`src/rtl/regfile_writeback_pkg.sv`:
```
// Shared widths, default queue depth and the queued write entry type
// for the register-file writeback buffer.
package regfile_writeback_pkg;

    localparam int REG_AW   = 5;
    localparam int REG_DW   = 32;
    localparam int WB_DEPTH = 4;

    typedef struct packed {
        logic [REG_AW-1:0] da;
        logic [REG_DW-1:0] d;
    } wb_entry_t;

endpackage

```
`src/rtl/regfile_writeback_wb_fifo.sv`:
```
// In-order write queue with wrapping pointers; exposes per-entry valid/da so
// the top level can detect read-after-write hazards against pending writes.
module wb_fifo
    import regfile_writeback_pkg::*;
#(
    parameter int DEPTH = WB_DEPTH
) (
    input  logic                             clk,
    input  logic                             reset,
    input  logic                             flush,
    input  logic                             push,
    input  wb_entry_t                        wdata,
    input  logic                             pop,
    output wb_entry_t                        head,
    output logic [$clog2(DEPTH):0]           count,
    output logic [DEPTH-1:0]                 ent_valid,
    output logic [DEPTH-1:0][REG_AW-1:0]     ent_da
);

    localparam int AW = $clog2(DEPTH);

    wb_entry_t        mem [DEPTH];
    logic [AW-1:0]    wr_ptr;
    logic [AW-1:0]    rd_ptr;
    logic [AW-1:0]    offset;

    always_ff @(posedge clk) begin
        if (reset || flush) begin
            wr_ptr <= '0;
            rd_ptr <= '0;
            count  <= '0;
        end else begin
            if (push) wr_ptr <= wr_ptr + 1'b1;
            if (pop)  rd_ptr <= rd_ptr + 1'b1;
            unique case ({push, pop})
                2'b10:   count <= count + 1'b1;
                2'b01:   count <= count - 1'b1;
                default: count <= count;
            endcase
        end
    end

    // Storage carries no reset; only pointers and count define what is live.
    always_ff @(posedge clk) begin
        if (push && !reset && !flush) mem[wr_ptr] <= wdata;
    end

    assign head = mem[rd_ptr];

    // An entry is live when its distance from the read pointer is below count.
    always_comb begin
        offset    = '0;
        ent_valid = '0;
        ent_da    = '0;
        for (int i = 0; i < DEPTH; i++) begin
            offset       = AW'(i) - rd_ptr;
            ent_valid[i] = ({1'b0, offset} < count);
            ent_da[i]    = mem[i].da;
        end
    end

endmodule

```
`src/rtl/regfile_writeback.sv`:
```
// Writeback buffer between execute results and the register-file write port:
// filters non-writes, queues in order, drains one entry per available slot.
module regfile_writeback
    import regfile_writeback_pkg::*;
#(
    parameter int DEPTH = WB_DEPTH
) (
    input  logic                       clk,
    input  logic                       reset,
    input  logic                       in_valid,
    output logic                       in_ready,
    input  logic                       in_we,
    input  logic [REG_AW-1:0]          in_da,
    input  logic [REG_DW-1:0]          in_d,
    input  logic                       wb_en,
    input  logic                       flush,
    output logic                       RL,
    output logic [REG_AW-1:0]          DA,
    output logic [REG_DW-1:0]          D,
    input  logic [REG_AW-1:0]          AA,
    input  logic [REG_AW-1:0]          BA,
    output logic                       hazard_a,
    output logic                       hazard_b,
    output logic [$clog2(DEPTH):0]     count
);

    localparam int CW = $clog2(DEPTH) + 1;

    wb_entry_t                  head;
    logic                       accept;
    logic                       push;
    logic                       pop;
    logic [DEPTH-1:0]           ent_valid;
    logic [DEPTH-1:0][REG_AW-1:0] ent_da;
    logic                       hit_a;
    logic                       hit_b;

    // Handshake: a transfer happens at a rising edge where in_valid and
    // in_ready are both 1; in_valid never waits on in_ready, and in_ready
    // deasserts when the queue is full or a flush is in progress.
    assign in_ready = (count < CW'(DEPTH)) && !flush;
    assign accept   = in_valid && in_ready;
    // Writes to r0 and non-writes complete the handshake but are dropped.
    assign push     = accept && in_we && (in_da != '0);
    assign pop      = (count != '0) && wb_en && !flush;

    wb_fifo #(.DEPTH(DEPTH)) u_fifo (
        .clk       (clk),
        .reset     (reset),
        .flush     (flush),
        .push      (push),
        .wdata     ('{da: in_da, d: in_d}),
        .pop       (pop),
        .head      (head),
        .count     (count),
        .ent_valid (ent_valid),
        .ent_da    (ent_da)
    );

    always_ff @(posedge clk) begin
        if (reset) begin
            RL <= 1'b0;
            DA <= '0;
            D  <= '0;
        end else if (pop) begin
            RL <= 1'b1;
            DA <= head.da;
            D  <= head.d;
        end else begin
            RL <= 1'b0;
        end
    end

    always_comb begin
        hit_a = 1'b0;
        hit_b = 1'b0;
        for (int i = 0; i < DEPTH; i++) begin
            if (ent_valid[i] && ent_da[i] == AA) hit_a = 1'b1;
            if (ent_valid[i] && ent_da[i] == BA) hit_b = 1'b1;
        end
    end

    // The entry being written this cycle still counts as pending.
    assign hazard_a = (AA != '0) && (hit_a || (RL && DA == AA));
    assign hazard_b = (BA != '0) && (hit_b || (RL && DA == BA));

endmodule

```
`config.mk`:
```
export PLATFORM = sky130hd
export DESIGN_NAME = regfile_writeback
export DESIGN_NICKNAME = d
export VERILOG_FILES = /design/src/rtl/regfile_writeback_pkg.sv /design/src/rtl/regfile_writeback_wb_fifo.sv /design/src/rtl/regfile_writeback.sv
export SDC_FILE = /design/constraint.sdc
export NUM_CORES = 1
export LEC_CHECK = 0
export ABC_AREA = 1
export BUFFER_PORTS_ARGS = -buffer_cell sky130_fd_sc_hd__buf_2
export CAP_MARGIN = 10
export CORE_ASPECT_RATIO = 1.25
export CORE_UTILIZATION = 58
export CTS_BUF_LIST = sky130_fd_sc_hd__clkbuf_8 sky130_fd_sc_hd__clkbuf_16
export DETAILED_ROUTE_END_ITERATION = 8
export PLACE_DENSITY = 0.87
export SYNTH_ARGS = -nofsm -noshare
export SYNTH_HDL_FRONTEND = slang
export SYNTH_HIERARCHICAL = 1
export SYNTH_SLANG_ARGS = --single-unit
```
`constraint.sdc`:
```
create_clock -name clk -period 3.7 [get_ports clk]
set_input_delay 0.185 -clock clk [delete_from_list [all_inputs] [get_ports clk]]
set_output_delay 0.185 -clock clk [all_outputs]
set_load 0.005 [all_outputs]
```
==> key figures, run 1 <==
Run status
  – Status: finished clean

Power
  – Max VDD drop: 479.3 uV
  – Cell Pwr Density: 437.9 nW/um2
  – Leakage Power: 3.821 nW
  – Overall power: 4.309 mW

Worst setup path
  – Critical path class: reg2reg
  – Critical path required time: 4030 ps
  – Reg2reg path depth: 13
  – CP max stage cell: inv_4
  – CP Launch Type: flop
  – R2r setup slk: 880 ps
  – FF-to-FF Start: u_fifo/count[2]
  – Worst reg2reg path endpoint: u_fifo/count[2]
  – Crit end category: flop
  – CP Cell Sequence: nor2_1 -> nand2_2 -> nand3_4 -> inv_4 -> ha_1 -> inv_1 -> fa_1 -> inv_1 -> nand2_1 -> nand3_1 -> nand2_1 -> inv_1 -> nor2_1
  – Crit Path Max Fanout: 43
  – Setup crit start: u_fifo/count[2]
  – CP max stage delay: 600 ps
  – Family with the most delay on the worst path: simple AND/OR/NAND/NOR gates
  – Crit path buffers/inverters: 4
  – Critical Path AT: 3150 ps
  – Most used cell, CP: inv_1

CTS
  – CTS buffer count: 17
  – CTS tree: done
  – H-Tree Depth: 4
  – Worst skew pair latency: 430 ps
  – Clock Root Buffer: clkbuf_16
  – # clock sinks: 195
  – Clock Pin Slew Worst Setup and Hold Paths: 70 ps
  – Hold-fix buffers, CTS: 35
  – Total setup buffers inserted after CTS: 0
  – CTS Buffer Depth: 2
  – Post-CTS Resized: 0

Worst hold path
  – Hold crit path type: in2reg
  – Worst Hold Path Cells: 1
  – Hold Path Sink: u_fifo/mem[1][10]
  – Critical hold path startpoint: in_d[10]

STA
  – Slew Viols, Final: 0
  – Final min period: 2818 ps
  – RSZ-0062 raised after global routing: false
  – Period utilization: 76.17%
  – Slew headroom: 19.53%
  – Slew of the pin with the lowest slew margin: 1204 ps
  – F_max: 354.8 MHz
  – Final Hold Viols: 0
  – Final number of setup-violating endpoints: 0
  – Setup TNS: 0 ps
  – Post-Route Skew: 11.70 ps

Floorplanning
  – Top-Level Pins: 97
  – Core Area: 14410 um2
  – Num rows: 49
  – Die ar.: 15220 um2
  – Initial Util: 59.29%
  – Die H: 137.7 um
  – Die X: 110.5 um

Synthesis
  – Syn Std Cell Area: 8542 um2
  – Net Count, Synth: 899
  – Post-synth cell types: 30
  – Yosys top cell area share: 52.03%
  – Synth warn: 6
  – Post-Synthesis Cells: 836
  – Synth Area per Inst: 10.22 um2
  – Synth top area cells: edfxtp_1 (52%), dfxtp_1 (11%), nand2_1 (7.4%)
  – Register area share after synthesis: 63.04%
  – Area leader, netlist: edfxtp_1
  – Number of synthesized register bits: 195

Detailed routing
  – Initial DRT Pass Iterations: 6
  – Detailed Route Iter0 Violations: 707
  – Drt drc: 0
  – Final ANT Viol Nets: 0
  – DR vias/cell: 5.749
  – Via count: 6479
  – Routed wire length: 20180 um
  – Wire per inst: 17.90 um

Final layout
  – Antenna diodes: 0
  – Layout cells sized above 1: 18.23%
  – Area delta synth->final: 15.19%
  – Layout Cells excl Fill: 1127
  – Final core occ: 68.29%
  – Fin nets: 999

Placed design
  – Port Buffer Count: 96
  – Dpl hpwl: 12060 um
  – GPL Wtd Cong: 0.9371
  – Dpl cells: 1060

Global routing
  – Total Routing Usage GR: 27.02%
  – Grt ovf: 0
  – Largest net degree at the start of global routing: 75
  – First-pass GRT wire length: 31370 um
  – Vias in the first global route: 6358
  – Initial antenna violation count: 0

Run
  – Max cap viols: 0
synth_stat cells:
cell type	number
buf_6	11
o22ai_1	37
clkbuf_1	12
o21ai_1	30
inv_2	4
nand3_4	1
clkbuf_2	1
nor3_1	3
a211oi_2	4
buf_4	29
nand4_1	2
xnor2_1	1
inv_4	1
o21ai_0	69
buf_2	6
ha_1	9
o21a_1	2
inv_1	50
nor2_1	133
a21oi_2	17
dfxtp_1	47
xor2_1	3
nor2_2	1
or2_2	1
a21oi_1	24
nand2_1	169
edfxtp_1	148
nand3_1	15
nand2_2	5
fa_1	1
kinds of logic (layout without fill, tap and decap cells):
family / count (synthesis) / after routing / share of synthesized area (%)
compound gates: 183 / 183 / 12.42
xor+xnor: 4 / 4 / 0.4102
fa+ha+maj: 10 / 10 / 1.553
buf+inv: 114 / 227 / 7.382
flops: 195 / 195 / 63.04
simple gates: 330 / 330 / 15.19
layer usage:
metal  track usage, %  vias up  routed length (um)
met1            30.60     3086                7756
met5                0        -                   0
met2            48.55      304               10370
met4            13.93        0                 716
li1                 -     3032                   -
met3            5.631       57                1339
layout by cell type (no fill, tap or decap), types with 5 or more instances in the layout:
master / n
buf_2: 96
a21oi_1: 24
o21ai_1: 30
nor2_1: 129
inv_1: 53
nand2_2: 5
edfxtp_1: 148
a21oi_2: 17
dfxtp_1: 46
o22ai_1: 37
buf_4: 9
clkbuf_16: 17
nand3_1: 15
nand2_1: 169
o21ai_0: 69
ha_1: 9
dlygate4sd3_1: 35
worst reg2reg max path, cell delays in order (launching register included):
cell and delay (ps):
dfxtp_1 430, nor2_1 90, nand2_2 80, nand3_4 460, inv_4 610, ha_1 280, inv_1 70, fa_1 380
inv_1 70, nand2_1 60, nand3_1 60, nand2_1 50, inv_1 50, nor2_1 40
how the worst max path moves through the flow:
stage                       endpoint  slack [ps]  cells past startpoint
global placement     u_fifo/count[2]        1000                     13
global route         u_fifo/count[2]         670                     13
floorplan           u_fifo/mem[0][0]         930                      5
detailed placement   u_fifo/count[2]         910                     13
CTS                  u_fifo/count[2]         910                     13
finish               u_fifo/count[2]         880                     13
layout make-up:
cell class / count / area (um2)
tap: 178 / 222.7
multi-input combinational: 527 / 2556
inverter: 55 / 209.0
clock buffer: 19 / 452.9
clock inverter: 13 / 113.9
sequential: 195 / 5386
fill: 1016 / 4568
timing repair buffer: 140 / 898.4
registers in the layout (all words and copies together) (netlist names), named ones only:
signal / cells
u_fifo/rd_ptr: 2
u_fifo/wr_ptr: 2
RL: 1
u_fifo/mem: 148
u_fifo/count: 3
DA: 5
D: 32
report_power, final:
part / total, mW / internal, mW / switching (mW)
Clock: 1.74 / 0.964 / 0.778
Combinational: 0.199 / 0.0789 / 0.120
Sequential: 2.37 / 2.36 / 0.00686
Total: 4.31 / 3.40 / 0.905
metrics by stage:
step           area (um2)  hold slack, ps  worst slack [ps]
6_report             9839           12.15             881.5
2_1_floorplan        8542           283.9             934.6
3_5_place_dp         8922           402.8             913.9
5_1_grt              9839          0.8684             672.3
4_1_cts              9839           3.388             908.4
3_3_place_gp         8922           398.0              1004
No activity file was read; power rests on OpenSTA's default activity.
==> run 2: changes to the inputs <==
==> constraint.sdc (replaced) <==
create_clock -name clk -period 2.9 [get_ports clk]
set_input_delay 0.145 -clock clk [delete_from_list [all_inputs] [get_ports clk]]
set_output_delay 0.145 -clock clk [all_outputs]
set_load 0.005 [all_outputs]
==> run 2 against run 1 <==
Clock skew rose by 2.2 ps. Clock power grew 30%. First-iteration DRC count down 1.7%. Register-to-register slack lost 40 ps. Worst hold slack improved by 70 ps. Sequential power increased by 27%. Count of clock-buffer cells in the layout down 2. Combinational power is 30% higher. Largest power group unchanged.
==> key figures, run 2 (synthesis gave the netlist of run 1 again) <==
Run status
  – Status: finished clean

Detailed routing
  – Initial DRT Pass Iterations: 5 (-1)
  – Final ANT Viol Nets: 0 (unchanged)
  – Via count: 6577 (+1.5%)
  – Drt drc: 0 (unchanged)
  – Routed wire length: 20510 um (+1.6%)
  – Wire per inst: 18.12 um (+1.2%)
  – Detailed Route Iter0 Violations: 695 (-1.7%)
  – DR vias/cell: 5.810 (+1.1%)

Worst setup path
  – Critical path class: reg2out
  – Critical Path AT: 2360 ps (-790 ps)
  – Critical path required time: 2760 ps (-1270 ps)
  – Most used cell, CP: nor2_1
  – Crit end category: output port
  – Crit Path Max Fanout: 7 (-84%)
  – Crit path buffers/inverters: 2 (-2)
  – CP Cell Sequence: xnor2_1 -> inv_1 -> ha_1 -> o21a_1 -> o21ai_0 -> nand2_1 -> nor2_1 -> nand3_1 -> nand3_1 -> nor2_1 -> nor2_1 -> buf_2
  – CP max stage delay: 450 ps (-150 ps)
  – Family with the most delay on the worst path: simple AND/OR/NAND/NOR gates
  – CP max stage cell: dfxtp_1
  – CP Launch Type: flop

CTS
  – H-Tree Depth: 4 (unchanged)
  – # clock sinks: 195 (unchanged)
  – CTS Buffer Depth: 2 (unchanged)
  – Worst skew pair latency: 430 ps (about the same)
  – CTS buffer count: 17 (unchanged)
  – Clock Pin Slew Worst Setup and Hold Paths: 80 ps (about the same)
  – Clock Root Buffer: clkbuf_16
  – CTS tree: done

Global routing
  – Total Routing Usage GR: 27.33% (+0.30 points)
  – Largest net degree at the start of global routing: 75 (unchanged)
  – Grt ovf: 0 (unchanged)
  – Initial antenna violation count: 0 (unchanged)
  – Vias in the first global route: 6386 (+0.44%)
  – First-pass GRT wire length: 31710 um (+1.1%)

STA
  – Final Hold Viols: 0 (unchanged)
  – Final number of setup-violating endpoints: 0 (unchanged)
  – Post-Route Skew: 13.89 ps (+2.191 ps)
  – RSZ-0062 raised after global routing: false
  – Final min period: 2505 ps
  – Slew of the pin with the lowest slew margin: 970.3 ps (-233.9 ps)
  – Slew Viols, Final: 0 (unchanged)
  – Hold slack: 82.30 ps (+70.15 ps)
  – F_max: 399.3 MHz
  – Setup TNS: 0 ps (unchanged)
  – Period utilization: 86.37%
  – Slew headroom: 35.22% (+16 points)

Final layout
  – Fill cells: 1019 (+0.30%)
  – Most frequent cells in the layout: nand2_1 (169), edfxtp_1 (148), nor2_1 (129)
  – Fin nets: 1004 (+0.50%)
  – Largest reg by FF count: u_fifo/mem
  – Antenna diodes: 0 (unchanged)
  – Area delta synth->final: 15.80%
  – Number of flip-flops in the largest register: 148 (unchanged)
  – Largest regs: u_fifo/mem (148), D (32), DA (5)
  – Multi-input gate area: 2556 um2 (unchanged)
  – FF+latch area: 5386 um2 (unchanged)
  – Layout cells sized above 1: 18.66% (+0.43 points)
  – Most common cell after layout, fill and taps aside: nand2_1

Power
  – Cell Pwr Density: 559.9 nW/um2 (+28%)
  – Leakage Power: 3.835 nW (+0.39%)
  – Max VDD drop: 456.5 uV (-4.8%)

Floorplanning
  – Num rows: 49 (unchanged)
  – Die H: 137.7 um (unchanged)
  – Die ar.: 15220 um2 (unchanged)
  – Die X: 110.5 um (unchanged)
  – Top-Level Pins: 97 (unchanged)
  – Initial Util: 59.29% (unchanged)
  – Core Area: 14410 um2 (unchanged)

Placed design
  – GPL Wtd Cong: 0.9691 (+3.4%)
  – Port Buffer Count: 96 (unchanged)
  – Dpl hpwl: 12050 um (about the same)

Run
  – Max cap viols: 0 (unchanged)

Worst hold path
  – Hold crit path type: in2reg
-- run 2: changes by cell type in the layout (fill, tap and decap cells not counted) --
| cell | previous run | this run |
|---|---|---|
| buf_4 | 9 | 12 |
| clkinvlp_4 | 2 | 4 |
| inv_1 | 53 | 51 |
| inv_8 | 0 | 5 |
| inv_6 | 3 | 2 |
| dlygate4sd3_1 | 35 | 37 |
| clkbuf_8 | 2 | 0 |
| clkinv_4 | 3 | 1 |
-- run 2: metrics by stage --
stage	utilization (%)	power [mW]	cell area (um2)	setup slack, ps	instances
after floorplan	-	3.195	8542	134.6	836
after global placement	62.08	3.289	8945	911.3	1063
after detailed placement	62.08	3.296	8945	860.8	1063
after CTS	68.66	5.564	9892	375.9	1132
after global routing	68.66	5.692	9892	192.6	1132
final	68.66	5.539	9892	395.4	1132
-- run 2: metal layers --
metal  track usage (%)  share of wire, %
met5                 0                 0
met4             14.74               3.2
met3             4.355               7.1
met2             48.45                51
met1             32.15                38
-- run 2: worst paths after layout --
check,start,endpoint,slack (ps),cells past startpoint
setup / recovery,u_fifo/rd_ptr[0],hazard_b,400,12
hold / removal,reset,u_fifo/count[2],80,4
setup reg to reg,flop,D[28],840,6
hold reg to reg,D[8],D[8],460,2
-- run 2: timing repair --
item / 4_1_cts / 5_1_grt
gates resized for setup: 0 / 0
endpoints found under the setup margin: 0 / 0
hold buffers: 37 / 0
hold endpoints to repair: 148 / 0
buffers inserted: 0 / 0
-- run 2: layout make-up --
type                       count  area share, %
clock buffer                  17          4.301
clock inverter                15          1.530
inverter                      55          2.112
multi-input combinational    527          25.84
sequential                   195          54.45
tap                          178          2.251
timing repair buffer         145          9.512
-- run 2: worst register-to-register path, delay by kind of cell (launching register included) --
family / cells / cell delay, ps
buffers and inverters: 2 / 1050
AO/OA/AOI/OAI: 2 / 410
flip-flops: 1 / 330
AND/OR/NAND/NOR: 2 / 160
-- run 2: power breakdown --
group          switching [mW]  total [mW]  internal (mW)
registers             0.00865        3.02           3.01
logic                   0.156       0.259          0.103
clock network            1.05        2.26           1.21
total                    1.21        5.54           4.33
==> run 3: changes to the inputs <==
--- a/config.mk
+++ b/config.mk
@@ -8,11 +8,13 @@
 export ABC_AREA = 1
 export BUFFER_PORTS_ARGS = -buffer_cell sky130_fd_sc_hd__buf_2
 export CAP_MARGIN = 10
+export CELL_PAD_IN_SITES_DETAIL_PLACEMENT = 0
+export CELL_PAD_IN_SITES_GLOBAL_PLACEMENT = 1
 export CORE_ASPECT_RATIO = 1.25
-export CORE_UTILIZATION = 58
+export CORE_UTILIZATION = 46
 export CTS_BUF_LIST = sky130_fd_sc_hd__clkbuf_8 sky130_fd_sc_hd__clkbuf_16
 export DETAILED_ROUTE_END_ITERATION = 8
-export PLACE_DENSITY = 0.87
+export PLACE_DENSITY = 0.88
 export SYNTH_ARGS = -nofsm -noshare
 export SYNTH_HDL_FRONTEND = slang
 export SYNTH_HIERARCHICAL = 1
==> run 3 against run 2 <==
Highest routed layer unchanged. First-iteration DRC count decreased by 45%. Sequential power about the same. Critical path type unchanged. Power about the same. Critical path depth unchanged. Global-route usage decreased by 5.6 points. Largest power group unchanged. Count of clock-buffer cells in the layout unchanged. Sequential share of layout area decreased by 0.59 points. Worst hold slack got worse by 63 ps.
==> key figures, run 3 (synthesis gave the netlist of run 1 again) <==
STA
  – Slew Viols, Final: 0 (unchanged)
  – Setup TNS: 0 ps (unchanged)
  – F_max: 393.4 MHz (-1.5%)
  – Period utilization: 87.65% (+1.3 points)
  – Hold slack: 18.95 ps (-63.35 ps)
  – Final Hold Viols: 0 (unchanged)
  – Slew headroom: 50.39% (+15 points)
  – Slew of the pin with the lowest slew margin: 744.2 ps (-226.1 ps)
  – RSZ-0062 raised after global routing: false
  – Final min period: 2542 ps (+37.18 ps)
  – Final number of setup-violating endpoints: 0 (unchanged)
  – Post-Route Skew: 13.25 ps (-0.6441 ps)

Worst setup path
  – Crit end category: output port
  – Critical path class: reg2out
  – Critical Path AT: 2400 ps (+40 ps)
  – Crit Path Max Fanout: 7 (unchanged)
  – Critical path required time: 2760 ps (about the same)
  – CP Launch Type: flop

CTS
  – H-Tree Depth: 4 (unchanged)
  – CTS tree: done
  – # clock sinks: 195 (unchanged)
  – Clock Root Buffer: clkbuf_16
  – Clock Pin Slew Worst Setup and Hold Paths: 80 ps (about the same)
  – Worst skew pair latency: 430 ps (about the same)
  – CTS Buffer Depth: 2 (unchanged)
  – Total setup buffers inserted after CTS: 0 (unchanged)
  – CTS buffer count: 17 (unchanged)

Final layout
  – Most frequent cells in the layout: nand2_1 (169), edfxtp_1 (148), nor2_1 (129)
  – Antenna diodes: 0 (unchanged)
  – Final core occ: 55.05% (-14 points)
  – Area delta synth->final: 17.08%
  – Layout cells sized above 1: 18.85% (+0.19 points)
  – Number of flip-flops in the largest register: 148 (unchanged)
  – Largest reg by FF count: u_fifo/mem
  – Most common cell after layout, fill and taps aside: nand2_1
  – Fin nets: 1005 (+0.10%)
  – Final Cell Area: 10000 um2 (+1.1%)
  – Largest regs: u_fifo/mem (148), D (32), DA (5)

Power
  – Cell Pwr Density: 554.4 nW/um2 (-0.99%)
  – Max VDD drop: 448.5 uV (-1.7%)
  – Leakage Power: 3.849 nW (+0.35%)
  – Overall power: 5.544 mW (about the same)

Global routing
  – Vias in the first global route: 6125 (-4.1%)
  – Grt ovf: 0 (unchanged)
  – Largest net degree at the start of global routing: 75 (unchanged)
  – First-pass GRT wire length: 31170 um (-1.7%)
  – Total Routing Usage GR: 21.70% (-5.6 points)
  – Initial antenna violation count: 0 (unchanged)

Detailed routing
  – Routed wire length: 19580 um (-4.5%)
  – Detailed Route Iter0 Violations: 379 (-45%)
  – Initial DRT Pass Iterations: 5 (unchanged)
  – Wire per inst: 16.55 um (-8.7%)
  – DR vias/cell: 5.227 (-10%)
  – Final ANT Viol Nets: 0 (unchanged)
  – Via count: 6183 (-6.0%)
  – Drt drc: 0 (unchanged)

Worst hold path
  – Hold crit path type: in2reg

Placed design
  – Dpl hpwl: 12160 um (+0.91%)
  – Area after DPL: 9060 um2 (+1.3%)
  – Port Buffer Count: 96 (unchanged)
  – GPL Wtd Cong: 1.003 (+3.5%)

Run
  – Max cap viols: 0 (unchanged)

Floorplanning
  – Num rows: 55 (+12%)
  – Die X: 123.9 um (+12%)
  – Die ar.: 19120 um2 (+26%)
  – Top-Level Pins: 97 (unchanged)
  – Core Area: 18170 um2 (+26%)
  – Initial Util: 47.02% (-12 points)
  – Die H: 154.4 um (+12%)

Run status
  – Status: finished clean
## run 3: cell types whose count changed in the layout (fill, tap and decap cells not counted)
cell           change
clkinvlp_4         +1
clkinv_8           +2
clkinv_4           +1
buf_4              -1
dlygate4sd3_1      -1
inv_8              -4
buf_12             +3
## run 3: timing repair
| item | 4_1_cts | 5_1_grt |
|---|---|---|
| hold endpoints to repair | 144 | 0 |
| hold buffers | 36 | 0 |
| gates resized for setup | 0 | 0 |
## run 3: through the flow
stage | setup slack, ps | std cells
final | 358.2 | 1183
after global routing | 90.74 | 1183
after CTS | 354.0 | 1183
after detailed placement | 837.4 | 1115
after global placement | 867.5 | 1115
after floorplan | 134.6 | 836
## run 3: layout make-up
cell class | count | area, um2
multi-input combinational | 527 | 2556
fill | 1601 | 8167
clock inverter | 15 | 155.1
sequential | 195 | 5386
clock buffer | 17 | 425.4
timing repair buffer | 146 | 983.4
tap | 228 | 285.3
inverter | 55 | 209.0
## run 3: per-layer routing
layer	up-vias	GRT usage (%)	wire length [um]
met5	-	0	0
met4	0	7.573	334
met3	23	4.240	1022
met2	186	38.17	10280
met1	2929	26.04	7944
li1	3045	-	-
## run 3: power breakdown
part,internal (mW),total (mW),leakage [nW],switching [mW]
registers,3.01,3.02,1.71,0.00835
clock network,1.21,2.27,0.271,1.06
logic,0.104,0.255,1.87,0.151
## run 3: critical path: stages (launching register included)
cell and delay, ps:
dfxtp_1 450, xnor2_1 170, inv_1 60, ha_1 270, o21a_1 100, o21ai_0 250, nand2_1 100, nor2_1 110
nand3_1 80, nand3_1 100, nor2_1 50, nor2_1 110, buf_2 130
## run 3: path summary, 6_finish.rpt
kind	depth (start not counted)	from	endpoint	slack (ps)
worst max register to register	6	u_fifo/count[2]	u_fifo/mem[2][2]	1000
worst max-delay path	12	u_fifo/rd_ptr[0]	hazard_b	360
worst min register to register	2	D[31]	D[31]	460
worst min-delay path	1	in_da[0]	u_fifo/mem[0][32]	20
